==> config.mk <==
export PLATFORM = sky130hd
export DESIGN_NAME = control_seq
export DESIGN_NICKNAME = d
export VERILOG_FILES = /design/src/rtl/control_seq.sv
export SDC_FILE = /design/constraint.sdc
export NUM_CORES = 1
export LEC_CHECK = 0
export CORE_UTILIZATION = 45
export CTS_CLUSTER_DIAMETER = 80
export DETAILED_ROUTE_END_ITERATION = 6
export PLACE_DENSITY = 0.78
export SYNTH_ARGS = -nofsm -noshare
export SYNTH_HDL_FRONTEND = slang
export SYNTH_SLANG_ARGS = --single-unit
==> constraint.sdc <==
create_clock -name clk -period 1.81 [get_ports clk]
set_clock_uncertainty 0.05 [all_clocks]
set_input_delay 0.362 -clock clk [delete_from_list [all_inputs] [get_ports clk]]
set_output_delay 0.362 -clock clk [all_outputs]
set_load 0.01 [all_outputs]
==> src/rtl/control_seq.sv <==
// control_seq: fetch/decode/execute sequencer for the 8-bit processor.
// State-only strobes are registered from the next-state decode; handshake strobes are Mealy on mem_ready.
module control_seq (
    input  logic       clk,
    input  logic       rst,
    input  logic [7:0] ir,
    input  logic       mem_ready,
    input  logic       zero_flag,
    input  logic       carry_flag,
    output logic       pc_on_bus,
    output logic       pc_inc,
    output logic       pc_ld,
    output logic       mar_ld,
    output logic       mem_rd,
    output logic       mem_wr,
    output logic       data_on_ir,
    output logic       ir_op_on_bus,
    output logic       acc_ld,
    output logic       acc_on_bus,
    output logic       alu_ld,
    output logic [2:0] alu_op,
    output logic       halted,
    output logic [3:0] state_o
);

    localparam int unsigned OP_W  = 4;
    localparam int unsigned ALU_W = 3;

    localparam logic [OP_W-1:0] OP_LDA = 4'h1;
    localparam logic [OP_W-1:0] OP_STA = 4'h2;
    localparam logic [OP_W-1:0] OP_ADD = 4'h3;
    localparam logic [OP_W-1:0] OP_SUB = 4'h4;
    localparam logic [OP_W-1:0] OP_AND = 4'h5;
    localparam logic [OP_W-1:0] OP_OR  = 4'h6;
    localparam logic [OP_W-1:0] OP_XOR = 4'h7;
    localparam logic [OP_W-1:0] OP_LDI = 4'h8;
    localparam logic [OP_W-1:0] OP_JMP = 4'h9;
    localparam logic [OP_W-1:0] OP_JZ  = 4'hA;
    localparam logic [OP_W-1:0] OP_JC  = 4'hB;
    localparam logic [OP_W-1:0] OP_NOT = 4'hC;
    localparam logic [OP_W-1:0] OP_HLT = 4'hF;

    localparam logic [ALU_W-1:0] ALU_NOT = 3'b101;

    typedef enum logic [3:0] {
        S_RST     = 4'd0,
        S_FETCH_A = 4'd1,
        S_FETCH_M = 4'd2,
        S_DECODE  = 4'd3,
        S_MEM_A   = 4'd4,
        S_MEM_R   = 4'd5,
        S_MEM_W   = 4'd6,
        S_EXEC_I  = 4'd7,
        S_EXEC_J  = 4'd8,
        S_EXEC_N  = 4'd9,
        S_HALT    = 4'd10
    } state_t;

    state_t           r_state;
    state_t           w_state_nxt;
    logic             r_is_sta;
    logic             w_is_sta_nxt;
    logic [OP_W-1:0]  w_opcode;
    logic             w_unused_operand;

    logic r_pc_on_bus, r_pc_ld, r_mar_ld, r_mem_rd, r_mem_wr, r_ir_op_on_bus;
    logic r_acc_ld, r_acc_on_bus, r_alu_ld, r_halted;
    logic [ALU_W-1:0] r_alu_op;
    logic w_pc_on_bus, w_pc_ld, w_mar_ld, w_mem_rd, w_mem_wr, w_ir_op_on_bus;
    logic w_acc_ld, w_acc_on_bus, w_alu_ld, w_halted;
    logic [ALU_W-1:0] w_alu_op;

    logic w_fm_done, w_mr_done, w_mr_lda, w_mr_alu;

    assign w_opcode = ir[7:4];
    // The operand is consumed by the datapath; only the opcode steers sequencing.
    assign w_unused_operand = ^ir[3:0];

    // Next-state logic; STA-vs-read is latched in DECODE so MEM_A ignores ir.
    always_comb begin
        w_state_nxt  = S_RST;
        w_is_sta_nxt = r_is_sta;
        case (r_state)
            S_RST:     w_state_nxt = S_FETCH_A;
            S_FETCH_A: w_state_nxt = S_FETCH_M;
            S_FETCH_M: w_state_nxt = mem_ready ? S_DECODE : S_FETCH_M;
            S_DECODE: begin
                w_is_sta_nxt = (w_opcode == OP_STA);
                case (w_opcode)
                    OP_LDA, OP_STA, OP_ADD, OP_SUB,
                    OP_AND, OP_OR, OP_XOR: w_state_nxt = S_MEM_A;
                    OP_LDI:                w_state_nxt = S_EXEC_I;
                    OP_JMP:                w_state_nxt = S_EXEC_J;
                    OP_JZ:                 w_state_nxt = zero_flag  ? S_EXEC_J : S_FETCH_A;
                    OP_JC:                 w_state_nxt = carry_flag ? S_EXEC_J : S_FETCH_A;
                    OP_NOT:                w_state_nxt = S_EXEC_N;
                    OP_HLT:                w_state_nxt = S_HALT;
                    default:               w_state_nxt = S_FETCH_A;
                endcase
            end
            S_MEM_A:   w_state_nxt = r_is_sta ? S_MEM_W : S_MEM_R;
            S_MEM_R:   w_state_nxt = mem_ready ? S_FETCH_A : S_MEM_R;
            S_MEM_W:   w_state_nxt = mem_ready ? S_FETCH_A : S_MEM_W;
            S_EXEC_I:  w_state_nxt = S_FETCH_A;
            S_EXEC_J:  w_state_nxt = S_FETCH_A;
            S_EXEC_N:  w_state_nxt = S_FETCH_A;
            S_HALT:    w_state_nxt = S_HALT;
            default:   w_state_nxt = S_RST;
        endcase
    end

    // State-only strobes for the state being entered.
    always_comb begin
        w_pc_on_bus    = 1'b0;
        w_pc_ld        = 1'b0;
        w_mar_ld       = 1'b0;
        w_mem_rd       = 1'b0;
        w_mem_wr       = 1'b0;
        w_ir_op_on_bus = 1'b0;
        w_acc_ld       = 1'b0;
        w_acc_on_bus   = 1'b0;
        w_alu_ld       = 1'b0;
        w_alu_op       = '0;
        w_halted       = 1'b0;
        case (w_state_nxt)
            S_FETCH_A: begin w_pc_on_bus = 1'b1; w_mar_ld = 1'b1; end
            S_FETCH_M: w_mem_rd = 1'b1;
            S_MEM_A:   begin w_ir_op_on_bus = 1'b1; w_mar_ld = 1'b1; end
            S_MEM_R:   w_mem_rd = 1'b1;
            S_MEM_W:   begin w_acc_on_bus = 1'b1; w_mem_wr = 1'b1; end
            S_EXEC_I:  begin w_ir_op_on_bus = 1'b1; w_acc_ld = 1'b1; end
            S_EXEC_J:  begin w_ir_op_on_bus = 1'b1; w_pc_ld = 1'b1; end
            S_EXEC_N:  begin w_alu_ld = 1'b1; w_alu_op = ALU_NOT; end
            S_HALT:    w_halted = 1'b1;
            default:   ;
        endcase
    end

    always_ff @(posedge clk or negedge rst) begin
        if (!rst) begin
            r_state        <= S_RST;
            r_is_sta       <= 1'b0;
            r_pc_on_bus    <= 1'b0;
            r_pc_ld        <= 1'b0;
            r_mar_ld       <= 1'b0;
            r_mem_rd       <= 1'b0;
            r_mem_wr       <= 1'b0;
            r_ir_op_on_bus <= 1'b0;
            r_acc_ld       <= 1'b0;
            r_acc_on_bus   <= 1'b0;
            r_alu_ld       <= 1'b0;
            r_alu_op       <= '0;
            r_halted       <= 1'b0;
        end else begin
            r_state        <= w_state_nxt;
            r_is_sta       <= w_is_sta_nxt;
            r_pc_on_bus    <= w_pc_on_bus;
            r_pc_ld        <= w_pc_ld;
            r_mar_ld       <= w_mar_ld;
            r_mem_rd       <= w_mem_rd;
            r_mem_wr       <= w_mem_wr;
            r_ir_op_on_bus <= w_ir_op_on_bus;
            r_acc_ld       <= w_acc_ld;
            r_acc_on_bus   <= w_acc_on_bus;
            r_alu_ld       <= w_alu_ld;
            r_alu_op       <= w_alu_op;
            r_halted       <= w_halted;
        end
    end

    // Handshake strobes fire only in the cycle memory completes.
    assign w_fm_done = (r_state == S_FETCH_M) && mem_ready;
    assign w_mr_done = (r_state == S_MEM_R) && mem_ready;
    assign w_mr_lda  = w_mr_done && (w_opcode == OP_LDA);
    assign w_mr_alu  = w_mr_done && (w_opcode >= OP_ADD) && (w_opcode <= OP_XOR);

    assign pc_on_bus    = r_pc_on_bus;
    assign pc_inc       = w_fm_done;
    assign pc_ld        = r_pc_ld;
    assign mar_ld       = r_mar_ld;
    assign mem_rd       = r_mem_rd;
    assign mem_wr       = r_mem_wr;
    assign data_on_ir   = w_fm_done;
    assign ir_op_on_bus = r_ir_op_on_bus;
    assign acc_ld       = r_acc_ld | w_mr_lda;
    assign acc_on_bus   = r_acc_on_bus;
    assign alu_ld       = r_alu_ld | w_mr_alu;
    assign alu_op       = w_mr_alu ? ALU_W'(w_opcode - OP_ADD) : r_alu_op;
    assign halted       = r_halted;
    assign state_o      = 4'(r_state);

endmodule

* After elaboration in Yosys (flattened, before gate mapping)
Index checks and enable logic that the tools add are counted.
Word-level totals: register bits after elaboration 17, input bits 13, output and inout port bits 19, logic and storage cells 79
Cells by class: add/sub/neg operators 1, magnitude comparators 2, equality and inequality tests 32, multiplexer cells 19, bitwise logic cells 2, reductions and logical operators 11
Operator list (number):
- 4-bit by 3-bit equality test with 1-bit output (second input constant) | 12
- 4-bit equality test (second input constant) | 12
- 4-bit one-hot mux with 8 select lines | 1
- 4-bit one-hot mux with 7 select lines | 1
- 4-bit by 2-bit equality test with 1-bit output (second input constant) | 5
- 4-bit by 1-bit equality test with 1-bit output (second input constant) | 3
- 3-bit 2-to-1 mux | 4
- 1-bit 2-to-1 mux | 10
- 4-bit 2-to-1 mux | 2
- 7-bit OR reduction | 1
- 1-bit logical AND | 5
- 4-bit by 2-bit greater-or-equal comparator with 1-bit output (second input constant) | 1
- 4-bit by 3-bit less-or-equal comparator with 1-bit output (second input constant) | 1
- 4-bit zero test | 1
- 2-bit OR reduction | 2
- 4-bit OR reduction | 1
- 3-bit OR reduction | 1
- 3-bit by 2-bit subtractor with 3-bit output (second input constant) | 1
- 2-bit 2-to-1 mux | 1
- 1-bit bitwise OR | 2

* Longest topological paths before layout
Gate-level depths: netlist of run 1.
depth in word-level cells 7, gate-level depth with buffers 9, gate-level depth less buffers 9

* Worst setup path before layout of run 1
No wires, ideal clock.
kind reg2out, start point register r_state[3], in the netlist state_o[3], end point output alu_op[0], data arrival time 1490 ps, data required time 1398 ps, slack -92 ps, cell stages (with the launch flop) 5, buffers on the path 0, path through dfrtp_1 > nand2b_4 > nor4_1 > o21ai_0 > o21ai_0
On the way: word-level cells in the longest chain between the ends 5
Ends and longest elaborated chain:
- start, declared | RTL line 59 | state_t r_state;
- start signal, assigned | RTL line 155 | r_state <= w_state_nxt;
- 4-bit by 3-bit equality test with 1-bit output | RTL line 173 | assign w_mr_done = (r_state == S_MEM_R) && mem_ready;
- 1-bit logical AND | RTL line 173
- 1-bit logical AND (2 in series) | RTL line 175 | assign w_mr_alu = w_mr_done && (w_opcode >= OP_ADD) && (w_opcode <= OP_XOR);
- 3-bit 2-to-1 mux | RTL line 188 | assign alu_op = w_mr_alu ? ALU_W'(w_opcode - OP_ADD) : r_alu_op;
- end, declared | RTL line 21 | output logic [2:0] alu_op,
No other way between the ends.

* Final worst setup path of run 1
start point register r_state[1], in the netlist state_o[1], end point register r_mem_rd, in the netlist mem_rd
On the way: word-level cells in the longest chain between the ends 6, elaborated cells on any way between the ends 17, classes of those cells 12 x eq/ne; 2 x mux; 3 x reduce/logical
Ends and longest elaborated chain:
- 4-bit equality test, or another cell as far along | RTL line 83 | case (r_state)
- 4-bit OR reduction (no line)
- 4-bit one-hot mux with 8 select lines (*) | RTL line 83
- named net w_state_nxt[0] | RTL line 60 | state_t w_state_nxt;
- 4-bit by 3-bit equality test with 1-bit output / 4-bit by 2-bit equality test with 1-bit output (equally long branches) | RTL line 125 | case (w_state_nxt)
- 2-bit OR reduction (no line) (*)
- 1-bit 2-to-1 mux (*) | RTL line 125
- named net w_mem_rd | RTL line 69 | logic w_pc_on_bus, w_pc_ld, w_mar_ld, w_mem_rd, w_mem_wr, w_ir_op_on_bus;
- end signal, assigned | RTL line 160 | r_mem_rd <= w_mem_rd;
- end, declared | RTL line 66 | logic r_pc_on_bus, r_pc_ld, r_mar_ld, r_mem_rd, r_mem_wr, r_ir_op_on_bus;
The timed path passes the listed nets; every way through them passes the cells marked *. A chain may end at the register's enable or synchronous reset.

==> results of run 1 <==
## cells by family (layout without fill, tap and decap cells)
family / Yosys count / in the layout / share of synthesized area (%)
fa+ha+maj: 4 / 4 / 5.04
flops: 14 / 14 / 35.3
buf+inv: 15 / 73 / 8.82
simple gates: 45 / 45 / 25.6
compound gates: 24 / 24 / 20.0
xor+xnor: 3 / 3 / 2.65
mux: 2 / 2 / 2.64
## timing repair
| action | CTS | global route |
|---|---|---|
| setup buffers | 7 | 5 |
| setup endpoints to repair | 19 | 14 |
| hold buffers | 0 | 0 |
| pin swaps | 12 | 4 |
| endpoints found under the hold margin | 0 | 0 |
| gates resized for setup | 77 | 14 |
| gates cloned | 0 | 0 |
## cell usage after synthesis (2+ instances only)
cell type and n:
dfrtp_1 14, nor2_1 9, nand2_1 8, inv_1 7, nor2b_1 5, o21ai_0 5, buf_4 4, ha_1 4
nand2b_1 4, nand3_1 4, a21oi_1 3, nor3_1 3, a21oi_2 2, and3_1 2, buf_6 2, nand2b_4 2
nor4_1 2, o211ai_1 2, xnor2_1 2
## power groups by stage
stage          registers, mW  logic, mW  clock network (mW)
6_report               0.461       1.76               0.224
3_3_place_gp           0.454       1.26                   0
5_1_grt                0.472       1.87               0.241
2_1_floorplan          0.484      0.730                   0
4_1_cts                0.458       1.51               0.225
3_5_place_dp           0.455       1.30                   0
## registers in the layout (all words and copies together), names as in the netlist
signal,count
mar_ld,1
r_alu_op,1
pc_ld,1
r_acc_ld,1
r_is_sta,1
halted,1
acc_on_bus,1
state_o,4
mem_rd,1
pc_on_bus,1
ir_op_on_bus,1
## final cells by class
class | count | share of cell area, %
clock buffers | 4 | 2.14
flip-flops and latches | 14 | 20.7
repair buffers | 61 | 31.0
well taps | 27 | 2.00
inverters | 8 | 1.77
multi-input cells | 78 | 42.4
## metrics by stage
stage / cells / TNS, ps
4_1_cts: 188 / -827
3_3_place_gp: 179 / -10780
3_5_place_dp: 179 / -11810
2_1_floorplan: 107 / -19.7
6_report: 192 / -1000
5_1_grt: 192 / -2180
## layer usage
metal / routed length [µm] / GRT usage, % / share of wire (%) / vias up
met5: 0 / 0 / 0 / -
met4: 36 / 5.39 / 1.3 / 0
met3: 84 / 4.98 / 3.0 / 2
met2: 1450 / 42.6 / 53 / 28
met1: 1190 / 28.5 / 43 / 458
li1: - / - / - / 485
## worst max-delay path by stage
stage,cells after the start,from,endpoint,slack (ps)
5_1_grt,6,state_o[1],alu_op[2],-250
3_5_place_dp,6,mem_ready,alu_op[0],-870
4_1_cts,7,state_o[3],alu_op[2],-220
6_report,9,state_o[1],mem_rd,-170
3_3_place_gp,6,mem_ready,alu_op[0],-780
2_1_floorplan,4,state_o[3],alu_op[0],-20
==> summary.md, run 1 <==
| Metric | Value |
|---|---|
| Status | finished with violations |
| Failing checks | setup timing |
| Cell Pwr Density | 1440 nW/µm² |
| Final Critical Period | about 2000 ps |
| CP Data Required Time | 1970 ps |
| Max_slew headroom | between 50 and 60% |
| Layout cells sized above 1 | roughly half |
| DRC Markers | 0 |
| Post-synth top area cell | dfrtp_1 |
| Largest net degree at the start of global routing | 15 |
| First-pass GRT wire length | 4350 µm |
| Area contributors post-synth | dfrtp_1 (35%), ha_1 (5.0%), nor2_1 (3.4%) |
| I/O pin count | 32 |
| Via-to-Cell Ratio | 5.07 |
| Flops & latches, synth | 14 |
| Grt ovf | 0 |
| Crit Path Class | flip-flop to flip-flop |
| PortBufs | 27 |
| Row cnt | 16 |
| CTS sink count | 14 |
| Root Buffer | clkbuf_4 |
| Clock buffer depth | 2 |
| Area grow syn2layout | 70.4% |
| HP Class | input port to asynchronous set/reset pin |
| Top cell type's share of synthesized area | 35.3% |
| Starting DRT DRC Count | 15 |
| GRT Util Overall | 23.6% |
| Worst Hold Slack | 413 ps |
| Pint | 1.44 mW |
| Final antenna-violating net count | 0 |
| Clock network fraction of design power | 9.2% |
| Antenna violations before repair | 0 |
| CP endpoint kind | flip-flop |
| WP buf/inv | 3 |
| Gpl congestion | 0.819 |
| Router iterations before antenna repair | 4 |
| Die area | 2400 µm² |
| Commonest non-fill, non-tap cells in the layout | buf_4 (27), dfrtp_1 (14), clkdlybuf4s50_1 (11), buf_6 (10) |
| Ys flop type | dfrtp_1 |
| Worst-path cell chain | buf_4, buf_6, nand2b_4, o211ai_2, o21ai_2, a21oi_4, inv_2, or3_1, a21oi_2 |
| Placed Area | 1430 µm² |
| Count of different cell masters after synthesis | 42 |
| Seq pwr share | 18.9% |
| Peak Freq | 506 MHz |
| RSZ-0062 raised after global routing | true |
| Core ar. | between 2000 and 2500 µm² |
| Area of the multi-input gates | ~720 µm² |
| Ant diodes | 0 |
| Vias in the first global route | 991 |
| Slowest-stage cell, CP | dfrtp_1 |
| Syn Area/Cell | 9.28 µm² |
| P_sw | around 1 mW |
| Final nets | between 150 and 200 |
| Die W | 49.0 µm |
| Skew-Pair Late Insertion Delay | 280 ps |
| Startpoint Class | flip-flop |
| Final Hold Fails | 0 |
| Final setup fails | 14 |
| Cell family with most CP delay | compound AO/OA/AOI/OAI gates |
| Worst VDD drop | 1.19 mV |
| Htree depth | 1 |
| Leak pwr | around 0.81 nW |
| Cell count after synthesis | 107 |
| DR vias | 973 |
| Worst Setup Slack, final | -166 ps |
| Register area | 350 µm² |
| Post-Layout Inst Area | 1690 µm² |
| Die height | 49.0 µm |
| Post-Syn Nets | 124 |
| Worst Path Max Fanout | 8 |
| Clock-pin transition on the worst setup and hold timing paths | 90 ps |
| Max stage delay on crit path | approximately 430 ps |
| CTS tree | built |
| Pwr Total | between 2 and 2.5 mW |
| TritonCTS buffer count | 3 |
| Commonest non-fill, non-tap cell in the layout | buf_4 |
| Syn. warnings | 0 |
| Netlist Area Pre-Place | just under 1000 µm² |
| Sw frac | 41.0% |
| R2r startpoint | state_o[1] |
| Worst Reg-to-Reg Cells | 9 |
| Logic gate share of total power | 71.9% |
| Final period utilization | 109% |
| Worst-Margin Slew | approximately 620 ps |
| Max-cap viol count | 0 |
| Initial core utilization | 49.1% |
| Detailed Route WL | 2760 µm |
| Hpwl dp | roughly 1800 µm |
| Final Core Density | between 80% and 90% |
| Fill count | roughly 110 |
| Sequential fraction of the synthesis area | 35.3% |
| Async SR Flop Fraction | between 90% and 100% |
| Final max-slew violation count | 0 |
| Pre-CTS setup slack | -869 ps |
| Worst R2R End | mem_rd |
| Post-synth EDFFs | 0 |
| Reg2reg setup slack | -170 ps |
| Wire length per cell | between 10 and 15 µm |
| CP arrival | 2140 ps |
Power figures use the tool's default switching activity.
==> inputs of run 2 (changes only) <==
- GPL_ROUTABILITY_DRIVEN: not set -> 0
==> results of run 2 <==
Final layout, timing and power as in run 1 (identical DEF).
